--- config.mk ---
export PLATFORM = sky130hd
export DESIGN_NAME = alu_arb
export DESIGN_NICKNAME = d
export VERILOG_FILES = /design/src/rtl/alu_arb.sv
export SDC_FILE = /design/constraint.sdc
export NUM_CORES = 1
export LEC_CHECK = 0
export BUFFER_PORTS_ARGS = -buffer_cell sky130_fd_sc_hd__buf_2
export CAP_MARGIN = 10
export CORE_MARGIN = 4
export CORE_UTILIZATION = 40
export CTS_BUF_LIST = sky130_fd_sc_hd__clkbuf_4 sky130_fd_sc_hd__clkbuf_8
export DETAILED_ROUTE_END_ITERATION = 10
export GPL_TIMING_DRIVEN = 0
export PLACE_DENSITY = 0.75
export SLEW_MARGIN = 25
export SYNTH_ARGS = -nofsm -noshare
export SYNTH_HDL_FRONTEND = slang
export SYNTH_SLANG_ARGS = --single-unit
--- constraint.sdc ---
create_clock -name clk -period 4.1 [get_ports clk]
set_input_delay 0.41 -clock clk [delete_from_list [all_inputs] [get_ports clk]]
set_output_delay 0.41 -clock clk [all_outputs]
set_load 0.1 [all_outputs]
--- src/rtl/alu_arb.sv ---
// Two-port arbiter that shares one combinational ALU between two requesters,
// with a registered issue stage and a one-entry response buffer per port.

`ifndef CPU_WIDTH
`define CPU_WIDTH 32
`endif
`ifndef ALU_OP_WIDTH
`define ALU_OP_WIDTH 4
`endif

module alu_arb #(
    parameter int unsigned FIX_PRIO = 0
) (
    input  logic                     clk,
    input  logic                     rst_n,

    input  logic                     p0_req_valid,
    output logic                     p0_req_ready,
    input  logic [`ALU_OP_WIDTH-1:0] p0_req_op,
    input  logic [`CPU_WIDTH-1:0]    p0_req_src1,
    input  logic [`CPU_WIDTH-1:0]    p0_req_src2,
    output logic                     p0_rsp_valid,
    input  logic                     p0_rsp_ready,
    output logic [`CPU_WIDTH-1:0]    p0_rsp_res,
    output logic                     p0_rsp_zero,

    input  logic                     p1_req_valid,
    output logic                     p1_req_ready,
    input  logic [`ALU_OP_WIDTH-1:0] p1_req_op,
    input  logic [`CPU_WIDTH-1:0]    p1_req_src1,
    input  logic [`CPU_WIDTH-1:0]    p1_req_src2,
    output logic                     p1_rsp_valid,
    input  logic                     p1_rsp_ready,
    output logic [`CPU_WIDTH-1:0]    p1_rsp_res,
    output logic                     p1_rsp_zero,

    output logic [`ALU_OP_WIDTH-1:0] alu_op,
    output logic [`CPU_WIDTH-1:0]    alu_src1,
    output logic [`CPU_WIDTH-1:0]    alu_src2,
    input  logic [`CPU_WIDTH-1:0]    alu_res,
    input  logic                     alu_zero
);

    localparam int unsigned W  = `CPU_WIDTH;
    localparam int unsigned OW = `ALU_OP_WIDTH;

    logic [1:0]    req_valid, rsp_ready, rsp_hs, eligible, grant;
    logic          accept, acc_port;

    logic [1:0]    busy_q, busy_d;
    logic          last_gnt_q, last_gnt_d;
    logic          issue_vld_q, issue_vld_d;
    logic          issue_own_q, issue_own_d;
    logic [OW-1:0] issue_op_q, issue_op_d;
    logic [W-1:0]  issue_src1_q, issue_src1_d;
    logic [W-1:0]  issue_src2_q, issue_src2_d;
    logic [1:0]    rsp_vld_q, rsp_vld_d;
    logic [W-1:0]  rsp_res_q [2];
    logic [W-1:0]  rsp_res_d [2];
    logic [1:0]    rsp_zero_q, rsp_zero_d;

    assign req_valid = {p1_req_valid, p0_req_valid};
    assign rsp_ready = {p1_rsp_ready, p0_rsp_ready};
    assign rsp_hs    = rsp_vld_q & rsp_ready;

    // A response handshake frees its port in the same cycle.
    always_comb begin
        eligible = req_valid & (~busy_q | rsp_hs);
        grant    = 2'b00;
        if (eligible[0] && (FIX_PRIO != 0 || !eligible[1] || last_gnt_q)) begin
            grant[0] = 1'b1;
        end else if (eligible[1]) begin
            grant[1] = 1'b1;
        end
        accept   = |grant;
        acc_port = grant[1];
    end

    always_comb begin
        last_gnt_d   = accept ? acc_port : last_gnt_q;
        issue_vld_d  = accept;
        issue_own_d  = acc_port;
        issue_op_d   = '0;
        issue_src1_d = '0;
        issue_src2_d = '0;
        if (accept) begin
            issue_op_d   = acc_port ? p1_req_op   : p0_req_op;
            issue_src1_d = acc_port ? p1_req_src1 : p0_req_src1;
            issue_src2_d = acc_port ? p1_req_src2 : p0_req_src2;
        end

        for (int n = 0; n < 2; n++) begin
            busy_d[n]     = busy_q[n];
            rsp_vld_d[n]  = rsp_vld_q[n] & ~rsp_ready[n];
            rsp_res_d[n]  = rsp_res_q[n];
            rsp_zero_d[n] = rsp_zero_q[n];
            if (rsp_hs[n]) busy_d[n] = 1'b0;
            if (grant[n])  busy_d[n] = 1'b1;
            // Busy guarantees the owner's buffer is empty or draining here.
            if (issue_vld_q && int'(issue_own_q) == n) begin
                rsp_vld_d[n]  = 1'b1;
                rsp_res_d[n]  = alu_res;
                rsp_zero_d[n] = alu_zero;
            end
        end
    end

    always_ff @(posedge clk or negedge rst_n) begin
        if (!rst_n) begin
            busy_q       <= 2'b00;
            last_gnt_q   <= 1'b1;
            issue_vld_q  <= 1'b0;
            issue_own_q  <= 1'b0;
            issue_op_q   <= '0;
            issue_src1_q <= '0;
            issue_src2_q <= '0;
            rsp_vld_q    <= 2'b00;
            rsp_res_q    <= '{default: '0};
            rsp_zero_q   <= 2'b00;
        end else begin
            busy_q       <= busy_d;
            last_gnt_q   <= last_gnt_d;
            issue_vld_q  <= issue_vld_d;
            issue_own_q  <= issue_own_d;
            issue_op_q   <= issue_op_d;
            issue_src1_q <= issue_src1_d;
            issue_src2_q <= issue_src2_d;
            rsp_vld_q    <= rsp_vld_d;
            rsp_res_q    <= rsp_res_d;
            rsp_zero_q   <= rsp_zero_d;
        end
    end

    assign p0_req_ready = grant[0];
    assign p1_req_ready = grant[1];
    assign p0_rsp_valid = rsp_vld_q[0];
    assign p1_rsp_valid = rsp_vld_q[1];
    assign p0_rsp_res   = rsp_res_q[0];
    assign p1_rsp_res   = rsp_res_q[1];
    assign p0_rsp_zero  = rsp_zero_q[0];
    assign p1_rsp_zero  = rsp_zero_q[1];
    assign alu_op       = issue_op_q;
    assign alu_src1     = issue_src1_q;
    assign alu_src2     = issue_src2_q;

endmodule

[Word-level counts from Yosys, hierarchy flattened]
Index checks and enable logic that the tools add are counted.
Storage, ports and cells
  register bits: 141
  input port bits: 175
  output and inout port bits: 138
  word-level logic and storage cells: 45
Operators by class
  multiplexer cells: 15
  bitwise logic cells: 9
  reduce and logical (&&, ||, !) cells: 8
Operators with widths (count)
  $mux W32: 4
  $mux W1: 9
  $mux W4: 2
  $and A2 B2 Y2: 2
  $reduce_bool A2 Y1: 2
  $logic_and A1 B1 Y1: 3
  $not A1 Y1: 3
  $and A1 B1 Y1: 2
  $not A2 Y2: 1
  $or A2 B2 Y2: 1
  $reduce_or A2 Y1: 1
  $logic_not A1 Y1: 1
  $logic_or A1 B1 Y1: 1

[Depth between registers and ports, before layout]
Gate-level depths: netlist (run 1).
  depth in word-level cells: 9
  gate-level depth with buffers: 6
  gate-level depth less buffers: 3

[Worst setup path after synthesis (run 1)]
OpenSTA, ideal clock, no wires.
  kind: register to output
  start point: register rsp_vld_q[1]
  end point: output port p1_req_ready
  arrival: 2.075 ns
  data required time: 3.690 ns
  slack: 1.615 ns
  stages on the path, launching flop included: 4
  path buffers: 1
  cell sequence: dfrtp_1 a21boi_1 a211oi_2 buf_2
On the way
  word-level cells in the longest chain between the ends: 7
  elaborated cells on any way between the ends: 8
  classes of those cells: mux: 2; bitwise: 3; reduce/logical: 3
Ends and longest elaborated chain
  start: declaration: line 57  | logic [1:0] rsp_vld_q, rsp_vld_d;
  start signal: assignment: line 128  | rsp_vld_q <= rsp_vld_d;
  $and A2 B2 Y2 *: line 64  | assign rsp_hs = rsp_vld_q & rsp_ready;
  $or A2 B2 Y2 *: line 68  | eligible = req_valid & (~busy_q | rsp_hs);
  $and A2 B2 Y2 *: line 68
  $logic_not A1 Y1: line 70  | if (eligible[0] && (FIX_PRIO != 0 || !eligible[1] || last_gnt_q)) begin
  $logic_or A1 B1 Y1: line 70
  $logic_and A1 B1 Y1: line 70
  $mux W1 *: line 70
  end: declaration: line 28  | output logic p1_req_ready,
Every way passes the cells marked *; elsewhere a longest branch is shown, timed or not.

[Worst setup path in the final report (run 1)]
  start point: register rsp_vld_q[0]
  end point: output port p1_req_ready
On the way
  word-level cells in the longest chain between the ends: 5
Ends and longest elaborated chain (line)
  $and A2 B2 Y2: 64
  $or A2 B2 Y2: 68
  $and A2 B2 Y2: 68
  $logic_and A1 B1 Y1: 70
  $mux W1: 70
Every way passes these cells.

==> out/qor.txt, run 1 <==
Final WS setup: 1280 ps
RSZ-0062 raised after global routing: no
vias per inst: 4.90
asr flop ratio synth: 1.00
final net count: 826
slowest cell on the critical path: buf_2
FMAX: 355 MHz
critical path's most frequent cell: buf_2
Wirelength per Cell: 18.1 um
Final setup viols: 0
synth warn: 0
Mapped Area: 5120 sq um
1st-iter DRT viols: 126
hpwl dp: 11.8 mm
CTS Buf Count: 17
FILL cells: 1040
CP arrival: 2410 ps
die extent in x: 121 um
Tot Pwr: 6.03 mW
core box area: 12600 sq um
DRC violation count after routing: 0
Reg clk slew, reported paths: 70 ps
register bit total from synthesis: 141
final hold vios: 0
initial core utilization: 0.408
final wirelength: 15.0 mm
commonest cells in the synthesized netlist: 140 x dfrtp_1, 68 x a22o_1, 66 x mux2_2
post-synth top area cell: dfrtp_1
H-tree depth: 4
Worst Path Buf+Inv: 2
worst r2r src: rsp_vld_q[0]$_DFF_PN0_
Peak VDD IR: 0.406 mV
Post-CTS Setup Bufs: 0
total negative setup slack: 0 ps
Slew Limit Fails: 0
initial antenna violation count: 1
Data required, critical path: 3690 ps
vias in the first global route: 4267
Crit. Startpoint: rsp_vld_q[0]$_DFF_PN0_
Syn Inst Count: 318
routability congestion estimate: 0.833
Port Buf Inserts: 312
leakage: 3.99 nW
CP Cell Sequence: a21bo_2 -> a211oi_2 -> buf_2 -> buf_2
Crit. End Element: output port
worst skew pair latency: 430 ps
status: completed
grt ovf: 0
relative slew slack: 0.637
via count: 4076
Avg Cell Area, Syn: 16.1 sq um
share of the synthesized area in the top cell type: 0.684
Final Cycle Share: 0.688
Critical Path Max Stage Delay: 490 ps
Top Family by Delay on Critical Path: buffers and inverters
layout cell share with drive strength beyond 1: 0.651
clk buf depth: 2
Clock Skew: 6.46 ps
CP Max Fanout: 11
IO Pins: 313
Tmin final: 2820 ps
Hold WC Path Type: in -> reg
Post-Synthesis Net Count: 493
CTS tree: done
Core Rows: 41
first-pass iteration count of the detailed router: 4
CTS resizes: 0
post-route ant nets: 0
pre-CTS setup slack: 1590 ps
hold_sp: p1_req_src1[27]
largest net degree at the start of global routing: 90
Post-synth EDFFs: 0
CP Launch Type: flop
CTS Hold Buffers Added: 1
pwr/cell area: 828 nW/um^2
WS Path Type: reg -> out
Synth cell types: 24
Max Cap Viol: 0
Die Area: 14700 sq um
cell with the most instances after synthesis: dfrtp_1
Die Y: 121 um
Synth area leaders: dfrtp_1 68%, mux2_2 15%, a22o_1 12%, buf_2 1.4%, dfstp_2 0.51%
register area share after synthesis: 0.689
first-pass GRT wire length: 22.5 mm
Slew @ Worst Pin: 545 ps
Clock Sinks: 141
root buffer cell: clkbuf_8
Layout area overhead: 42.2%
ys flop type: dfrtp_1
All-Layer GR Usage: 0.204
[worst register-to-register path, stage by stage, from the launching register on]
cell      delay [ps]
dfrtp_1          400
a21bo_2          250
a211oi_2         440
buf_2            390
a22o_1           240
[worst paths after layout]
check / to / slack, ps / cells after the start
max reg2reg: alu_op[1]$_DFF_PN0_ / 2290 / 4
max: p1_req_ready / 1280 / 4
min reg2reg: p1_rsp_res[17]$_DFFE_PN0P_ / 500 / 1
min: alu_src1[27]$_DFF_PN0_ / 190 / 2
max in group asynchronous: last_gnt_q$_DFFE_PN1P_ / 2850 / 3
min in group asynchronous: p1_rsp_res[12]$_DFFE_PN0P_ / 470 / 2
[flip-flops by register name, summed over array words and instances (netlist names)]
name / count
alu_src1: 32
alu_src2: 32
p0_rsp_res: 32
p1_rsp_res: 32
alu_op: 4
busy_q: 2
rsp_vld_q: 2
rsp_zero_q: 2
issue_own_q: 1
issue_vld_q: 1
last_gnt_q: 1
[power by group]
part           internal [mW]  switching, mW
sequential              1.71          0.143
clock                  0.501          0.461
combinational          0.528           2.69
total                   2.74           3.30
[placed cells by master, fill, tap and decap left out]
cell | netlist | layout
buf_8 | 0 | 1
buf_6 | 2 | 2
dlygate4sd3_1 | 0 | 1
buf_4 | 2 | 2
mux2_2 | 66 | 66
a21boi_0 | 1 | 1
o311a_1 | 1 | 1
inv_1 | 3 | 3
nand2_1 | 2 | 2
clkbuf_1 | 4 | 4
a22o_1 | 68 | 68
a21bo_2 | 1 | 1
buf_2 | 14 | 325
o21ai_0 | 2 | 2
dfrtp_1 | 140 | 140
clkbuf_4 | 0 | 3
a21o_1 | 2 | 2
a21boi_1 | 1 | 1
dfstp_2 | 1 | 1
clkinv_2 | 0 | 2
o22ai_1 | 1 | 1
nor2b_1 | 1 | 1
or3_1 | 1 | 1
clkbuf_8 | 0 | 22
buf_16 | 0 | 1
a21oi_1 | 1 | 1
or2_2 | 1 | 1
diode_2 | 0 | 1
inv_2 | 1 | 1
and2_1 | 1 | 1
a211oi_2 | 1 | 1
[per-stage QoR]
step | hold WS, ps | instance area (sq um) | utilization | std cells
after floorplan | 114 | 5120 | - | 318
after global placement | 481 | 6900 | 0.549 | 802
after detailed placement | 340 | 6940 | 0.552 | 803
after CTS | 149 | 7280 | 0.579 | 831
after global routing | 146 | 7280 | 0.580 | 832
final | 187 | 7280 | 0.580 | 832
[cells by family after synthesis]
logic type,Yosys count,synth area share
muxes,66,0.145
AOI/OAI and AO/OA,79,0.133
DFF,141,0.689
and+or+nand+nor,6,0.00635
buffers and inverters,26,0.0269
[cell type report]
cell class / count / area (sq um) / area share
sequential: 141 / 3530 / 0.485
timing repair buffer: 314 / 1610 / 0.221
multi-input combinational: 151 / 1460 / 0.200
clock buffer: 25 / 325 / 0.0447
tap: 172 / 215 / 0.0295
buffer: 22 / 123 / 0.0168
inverter: 4 / 15.0 / 0.00206
clock inverter: 2 / 10.0 / 0.00137
antenna: 1 / 2.50 / 0.000344
[routing by layer]
| layer | share of wire | track usage |
|---|---|---|
| met4 | 0.024 | 0.0812 |
| met5 | 0 | 0 |
| met1 | 0.38 | 0.246 |
| met3 | 0.089 | 0.0709 |
| met2 | 0.51 | 0.337 |
(Power assumes the default switching activity.)
==> run 2, diff against run 1 <==
Clock period 4.1 ns to 2.6 ns, I/O delays scaled along.
==> run 2 against run 1 <==
  * Die area is the same
  * Non-clock buffer count grew 4
  * Total power grew 58%
  * Clock power grew 58%
  * Sequential cell count is the same
  * Hold slack lost 150 ps
  * Register-to-register slack lost 1400 ps
  * Critical path depth is the same
  * First-iteration DRC count grew 19%
==> out/qor.txt, run 2 (synthesis results as in run 1) <==
relative slew slack: 0.636
Slew @ Worst Pin: 546 ps
CP arrival: 2140 ps
final net count: 830
Final Cycle Share: 0.925
layout cell share with drive strength beyond 1: 0.649
Crit. End Element: output port
vias per inst: 4.92
total negative setup slack: 0 ps
CP Max Fanout: 11
Peak VDD IR: 0.641 mV
most frequent cells in the layout: 322 x buf_2, 140 x dfrtp_1, 68 x a22o_1, 66 x mux2_2, 22 x clkbuf_8
root buffer cell: clkbuf_8
core box area: 12600 sq um
Wirelength per Cell: 18.1 um
initial antenna violation count: 0
status: completed
CTS tree: done
IO Pins: 313
CP Launch Type: flop
first-pass iteration count of the detailed router: 4
Finished Cell Area: 7340 sq um
DRC violation count after routing: 0
worst r2r src: rsp_vld_q[0]$_DFF_PN0_
post-route ant nets: 0
Die Y: 121 um
worst skew pair latency: 430 ps
Cell Area, Placed: 6940 sq um
largest net degree at the start of global routing: 90
hold path cells: 2
final wirelength: 15.1 mm
Die Area: 14700 sq um
initial core utilization: 0.408
FF-to-FF End: alu_src1[15]$_DFF_PN0_
hpwl dp: 11.8 mm
Final setup viols: 0
worst min-delay path endpoint: alu_src2[14]$_DFF_PN0_
Reg2Reg Depth: 5
1st-iter DRT viols: 150
Slew Limit Fails: 0
Ant. Diodes: 0
RSZ-0062 raised after global routing: no
leading cell type in the layout, fill and taps excluded: buf_2
Data required, critical path: 2340 ps
Core Rows: 41
R2R setup slack: 910 ps
FMAX: 416 MHz
die extent in x: 121 um
grt ovf: 0
placed instance count: 803
first-pass GRT wire length: 22.7 mm
hold_sp: p1_req_src2[14]
Tot Pwr: 9.52 mW
Max Cap Viol: 0
All-Layer GR Usage: 0.205
clk buf depth: 2
post-route insts no fill: 835
Layout area overhead: 43.3%
Reg clk slew, reported paths: 70 ps
FILL cells: 1035
pre-CTS setup slack: 346 ps
leakage: 4.00 nW
Final WS setup: 195 ps
Clock Skew: 7.35 ps
Clock Sinks: 141
routability congestion estimate: 0.833
Tmin final: 2400 ps
final hold vios: 0
CTS Buf Count: 17
Post-CTS Setup Bufs: 0
H-tree depth: 4
WS Path Type: reg -> out
vias in the first global route: 4282
Port Buf Inserts: 312
pwr/cell area: 1300 nW/um^2
Hold WC Path Type: in -> reg
via count: 4112
## run 2: final cells by class
type	count	area (sq um)	area share
flip-flops and latches	141	3530	0.481
repair buffers	318	1650	0.225
multi-input cells	151	1470	0.200
clock buffers	25	325	0.0443
well taps	172	215	0.0293
plain buffers	22	125	0.0170
inverters	4	15.0	0.00205
clock inverters	2	10.0	0.00136
## run 2: critical path, cell delays in order (launching register included)
cell      delay, ps
dfrtp_1         400
a21bo_2         260
a211oi_4        370
clkbuf_4        350
buf_4           330
## run 2: worst max-delay path by stage
stage,endpoint,from,cells past startpoint
CTS,p0_req_ready,rsp_vld_q[1]$_DFF_PN0_,5
detailed placement,p1_req_ready,rsp_vld_q[0]$_DFF_PN0_,4
finish,p1_req_ready,rsp_vld_q[0]$_DFF_PN0_,4
global route,p0_req_ready,rsp_vld_q[1]$_DFF_PN0_,5
global placement,alu_src1[12]$_DFF_PN0_,rst_n,1
floorplan,alu_op[0]$_DFF_PN0_,rsp_vld_q[1]$_DFF_PN0_,5
## run 2: metrics by stage
stage,hold WS (ps),util
final,40.3,0.584
after global routing,1.98,0.584
after CTS,2.43,0.581
after detailed placement,190,0.552
after global placement,464,0.549
after floorplan,-35.6,-
## run 2: repair_timing
| item | in CTS | in global routing |
|---|---|---|
| resized for setup | 3 | 2 |
| endpoints found under the hold margin | 53 | 3 |
| setup endpoints to repair | 2 | 2 |
| hold buffers | 2 | 3 |
## run 2: routing by layer
| layer | GRT usage | share of wire | vias to the layer above |
|---|---|---|---|
| li1 | - | - | 1836 |
| met1 | 0.247 | 0.38 | 2033 |
| met2 | 0.341 | 0.51 | 215 |
| met3 | 0.0709 | 0.086 | 28 |
| met4 | 0.0812 | 0.021 | 0 |
| met5 | 0 | 0 | - |
## run 2: power breakdown
group          internal, mW  leakage, nW  switching (mW)  total, mW
Sequential             2.69         1.79           0.226       2.92
Clock                 0.790        0.180           0.726       1.52
Combinational         0.838         2.03            4.25       5.09
